--- config.mk ---
export PLATFORM = sky130hd
export DESIGN_NAME = tx_port_arbiter
export DESIGN_NICKNAME = d
export VERILOG_FILES = /design/src/rtl/tx_port_arbiter.sv
export SDC_FILE = /design/constraint.sdc
export NUM_CORES = 1
export LEC_CHECK = 0
export ABC_AREA = 1
export CAP_MARGIN = 0
export CELL_PAD_IN_SITES_DETAIL_PLACEMENT = 0
export CELL_PAD_IN_SITES_GLOBAL_PLACEMENT = 1
export CORE_MARGIN = 1.5
export CORE_UTILIZATION = 30
export CTS_CLUSTER_DIAMETER = 150
export DETAILED_ROUTE_END_ITERATION = 16
export HOLD_SLACK_MARGIN = 0.12
export PLACE_DENSITY = 0.88
export REMOVE_ABC_BUFFERS = 1
export SYNTH_ARGS = -nofsm -noshare
export SYNTH_HDL_FRONTEND = slang
export SYNTH_SLANG_ARGS = --single-unit
--- constraint.sdc ---
create_clock -name hz100 -period 5.4 [get_ports hz100]
set_clock_uncertainty 0.15 [all_clocks]
set_input_delay 1.08 -clock hz100 [delete_from_list [all_inputs] [get_ports hz100]]
set_output_delay 1.08 -clock hz100 [all_outputs]
set_load 0.005 [all_outputs]
--- src/rtl/tx_port_arbiter.sv ---
// Round-robin arbiter sharing one serial tx port (txdata/txclk/txready) among N byte requesters.
// Optional build macro TX_ARB_PRIO_EN gives requester 0 strict priority without moving the pointer.
module tx_port_arbiter #(
  parameter int unsigned N          = 4,
  parameter int unsigned STROBE_LEN = 1,
  parameter int unsigned GAP_CYC    = 4
) (
  input  logic                 hz100,
  input  logic                 reset,
  input  logic [N-1:0]         req,
  input  logic [8*N-1:0]       req_data,
  output logic [N-1:0]         ack,
  input  logic                 txready,
  output logic [7:0]           txdata,
  output logic                 txclk,
  output logic                 busy,
  output logic [$clog2(N)-1:0] grant_id
);

  localparam int unsigned IdxW  = $clog2(N);
  localparam int unsigned SCntW = (STROBE_LEN > 1) ? $clog2(STROBE_LEN) : 1;
  localparam int unsigned GCntW = (GAP_CYC > 1) ? $clog2(GAP_CYC) : 1;
  localparam logic [SCntW-1:0] StrobeLast = SCntW'(STROBE_LEN - 1);
  localparam logic [GCntW-1:0] GapLast    = GCntW'(GAP_CYC - 1);

  typedef enum logic [1:0] {StIdle, StSend, StDrain} state_e;

  state_e            state_q, state_d;
  logic [IdxW-1:0]   ptr_q, ptr_d;
  logic [SCntW-1:0]  scnt_q, scnt_d;
  logic [GCntW-1:0]  gcnt_q, gcnt_d;
  logic [7:0]        txdata_q, txdata_d;
  logic              txclk_q, txclk_d;
  logic              busy_q, busy_d;
  logic [N-1:0]      ack_q, ack_d;
  logic [IdxW-1:0]   grant_q, grant_d;

  logic [IdxW-1:0]   winner;
  logic [IdxW-1:0]   ptr_next;
  logic [7:0]        win_byte;
  logic              grant;

  assign grant = (state_q == StIdle) && txready && (|req);

  // Scan downward so the last hit is the first set bit at or after ptr (mod N).
  always_comb begin
    int unsigned idx;
    logic [IdxW-1:0] idx_w;
    winner = '0;
    idx    = 0;
    idx_w  = '0;
    for (int i = N - 1; i >= 0; i--) begin
      idx = 32'(ptr_q) + 32'(i);
      if (idx >= N) idx = idx - N;
      idx_w = IdxW'(idx);
      if (req[idx_w]) winner = idx_w;
    end
`ifdef TX_ARB_PRIO_EN
    if (req[0]) winner = '0;
`endif
  end

  always_comb begin
    win_byte = '0;
    for (int i = 0; i < N; i++) begin
      if (winner == IdxW'(i)) win_byte = req_data[8*i +: 8];
    end
  end

  assign ptr_next = (winner == IdxW'(N - 1)) ? '0 : winner + 1'b1;

  always_ff @(posedge hz100) begin
    if (reset) begin
      state_q  <= StIdle;
      ptr_q    <= '0;
      scnt_q   <= '0;
      gcnt_q   <= '0;
      txdata_q <= '0;
      txclk_q  <= 1'b0;
      busy_q   <= 1'b0;
      ack_q    <= '0;
      grant_q  <= '0;
    end else begin
      state_q  <= state_d;
      ptr_q    <= ptr_d;
      scnt_q   <= scnt_d;
      gcnt_q   <= gcnt_d;
      txdata_q <= txdata_d;
      txclk_q  <= txclk_d;
      busy_q   <= busy_d;
      ack_q    <= ack_d;
      grant_q  <= grant_d;
    end
  end

  always_comb begin
    state_d = state_q;
    unique case (state_q)
      StIdle:  if (grant) state_d = StSend;
      StSend:  if (scnt_q == StrobeLast) state_d = StDrain;
      StDrain: if (!txready || gcnt_q == GapLast) state_d = StIdle;
      default: state_d = StIdle;
    endcase
  end

  always_comb begin
    ptr_d    = ptr_q;
    scnt_d   = scnt_q;
    gcnt_d   = gcnt_q;
    txdata_d = txdata_q;
    txclk_d  = txclk_q;
    ack_d    = '0;
    grant_d  = grant_q;
    unique case (state_q)
      StIdle: begin
        if (grant) begin
          txdata_d      = win_byte;
          txclk_d       = 1'b1;
          ack_d[winner] = 1'b1;
          grant_d       = winner;
          scnt_d        = '0;
`ifdef TX_ARB_PRIO_EN
          if (!req[0]) ptr_d = ptr_next;
`else
          ptr_d = ptr_next;
`endif
        end
      end
      StSend: begin
        if (scnt_q == StrobeLast) begin
          txclk_d = 1'b0;
          gcnt_d  = '0;
        end else begin
          scnt_d = scnt_q + 1'b1;
        end
      end
      StDrain: begin
        if (txready && gcnt_q != GapLast) gcnt_d = gcnt_q + 1'b1;
      end
      default: ;
    endcase
    busy_d = (state_d != StIdle);
  end

  assign ack      = ack_q;
  assign txdata   = txdata_q;
  assign txclk    = txclk_q;
  assign busy     = busy_q;
  assign grant_id = grant_q;

endmodule

==> flow_summary.toml <==
[run_status]
status = "completed"

[die]
io_pins = 55
die_w_um = 67.36
die_h_um = 67.36
num_rows = 23
core_mm2 = 0.004000
start_util_pct = 31.06
dieArea_mm2 = 0.004537

[worst_setup_path]
worst_setup_path_end_kind = "flop"
cp-start-kind = "input pin"
cp_max_fo = 9
critPathRequiredTime_ns = 5.40
critPathKind = "in2reg"
cp.arrival_ns = 3.36

[placed_design]
io_buffers = 54
place_ws_ns = 1.780
dp_hpwl_um = 2545
place_congestion = 0.8667

[timing]
setup_ws_ns = 2.036
finalMaxSlewViolations = 0
finalSetupTns_ns = 0
setup_violations = 0
timing.fmax_mhz = 297.3
post-route-period-util_pct = 62.29
final.min_clock_period_ns = 3.364
maxSlewHeadroom_pct = 68.98
rsz0062_at_grt = "no"
worst_pin_slew_ns = 0.4647
report.final.hold_viol_count = 0

[pwr]
combPwrFrac_pct = 44.5
clock_power_share_pct = 19.4
p_seq_share_pct = 36.1
p_int_mw = 0.3421
swShare_pct = 36.26
ir_drop_uv = 104.5
p_sw_mw = 0.1946
leakage_nw = 0.7850
pwr_density_cell_mw_per_mm2 = 290.4

[synthesis]
synth_seq_area_share_pct = 35.45
synth-simple-area-share_pct = 24.87
synth_top_area_share_pct = 35.45
synth.avg_cell_area_um2 = 7.059
synthMuxAreaShare_pct = 0
synth_compound_area_share_pct = 24.87
synth_cells = 176
synthXorXnorAreaFrac_pct = 0
synth_area_leader_cell = "dfxtp_1"
synth_top_family_by_area = "compound AO/OA/AOI/OAI gates"
syn_area_mm2 = 0.001242
ys_ff_latch = 22
netlist_top_cells_area = "dfxtp_1 35%, a21oi_1 12%, nand2_1 11%"
ys_types = 24
ys_warn_count = 0
synthAdderAreaFrac_pct = 5.035

[global_route]
grt_use_total_pct = 14.74
grt_pass1_wl_um = 5209
antenna_found_initial = 0
grt_pass1_vias = 1200
grt_max_degree = 14
gr-total-overflow = 0

[flow_run]
maxCapViolCount = 0

[cts]
clk_pin_slew_ns = 0.09
root_buffer = "clkbuf_8"
clockBufferDepth = 2
htree_levels = 1
ctsHoldBuffers = 0
clock_latency_ns = 0.26
cts_buffers = 3
cts_resized = 0
tritoncts = "built"
clock-sinks = 22
post_cts_buffers = 0

[detailed_routing]
drc = 0
vias_per_cell = 4.678
vias = 1291
first_iter_violations = 66
wl_um = 3246
drt_pass1_iterations = 4
wl_per_cell_um = 11.76
final_antenna_net_count = 0

[worst_hold_path]
hold_class = "reg2reg"

[cells_and_area]
drive_above_1_share_pct = 9.292
area_delta_synth_final_pct = 48.74
fin_nets = 272
num_antenna_cells = 0
[layout by cell type, fill, tap and decap left out, drive strengths merged, types with 5 or more instances in the layout]
cell type and instances:
clkdlybuf4s50 54, nand2 40, a21oi 30, dfxtp 22
inv 19, o21ai 14, nor2 14, nand3 10
o211ai 8, ha 5
[logic make-up after synthesis]
logic type | count (synthesis)
adders and majority gates | 5
DFF | 22
buffers and inverters | 29
and+or+nand+nor | 67
AOI/OAI and AO/OA | 53
[final timing paths]
check             slack, ns   endpoint  cells past startpoint       from
setup reg to reg       2.70  txdata[1]                     12   ptr_q[0]
hold reg to reg        0.32  gcnt_q[0]                      1  gcnt_q[0]
hold / removal         0.32  gcnt_q[0]                      1  gcnt_q[0]
setup / recovery       2.04  txdata[1]                     13     req[3]
[metrics by stage]
step                total power [mW]  instances  hold slack, ns  cell area (um^2)  util, %
floorplan                     0.3439        169          0.2826              1204        -
global placement              0.4369        273          0.3040              1807    45.17
detailed placement            0.4368        273          0.3129              1807    45.17
CTS                           0.5399        276          0.3242              1848    46.20
global route                  0.5785        276          0.3585              1848    46.20
finish                        0.5367        276          0.3176              1848    46.20
[power groups by stage]
stage / clock, mW / combinational, mW / sequential (mW)
4_1_cts: 0.105 / 0.241 / 0.194
3_5_place_dp: 0 / 0.240 / 0.197
2_1_floorplan: 0 / 0.147 / 0.197
5_1_grt: 0.112 / 0.270 / 0.196
3_3_place_gp: 0 / 0.240 / 0.197
6_report: 0.104 / 0.239 / 0.194
[cells in the mapped netlist (all sizes together)]
master   n
nand3   10
nand2   40
clkinv   3
nor2    14
and2     1
a21oi   30
o21ai   14
nand4    2
buf      4
o211ai   8
clkbuf   3
dfxtp   22
ha       5
a31oi    1
inv     19
[state kept, by name, summed over array words and instances, names as in the netlist]
register and flops:
txdata 8, grant_id 2, state_q 2, ack 4
gcnt_q 2, txclk 1, busy 1, ptr_q 2
[final cells by class]
cell class                      instances  area, um^2
Fill cell                             417        2152
Multi-Input combinational cell        125       680.7
Timing Repair Buffer                   54       540.5
Sequential cell                        22       440.4
Inverter                               22       82.58
Tap cell                               50       62.56
Clock buffer                            3       41.29
[worst max-delay path, stage by stage]
cell and delay (ns):
clkdlybuf4s50_1 0.54, inv_1 0.08, o21ai_2 0.14, nand2_1 0.10
nand3_2 0.10, nand2_2 0.05, nand2_2 0.06, nand2_1 0.09
inv_1 0.10, ha_1 0.34, clkinv_1 0.31, o211ai_1 0.27
a21oi_1 0.11
[metal layers]
layer	vias up	part of all wire, %	wire length, um	global-route usage (%)
met5	-	0	0	0
met4	0	0.83	27	5.102
met3	2	2.6	83	1.333
met2	25	50	1616	25.25
met1	582	47	1518	19.31
li1	682	-	-	-
(Power assumes the default switching activity.)
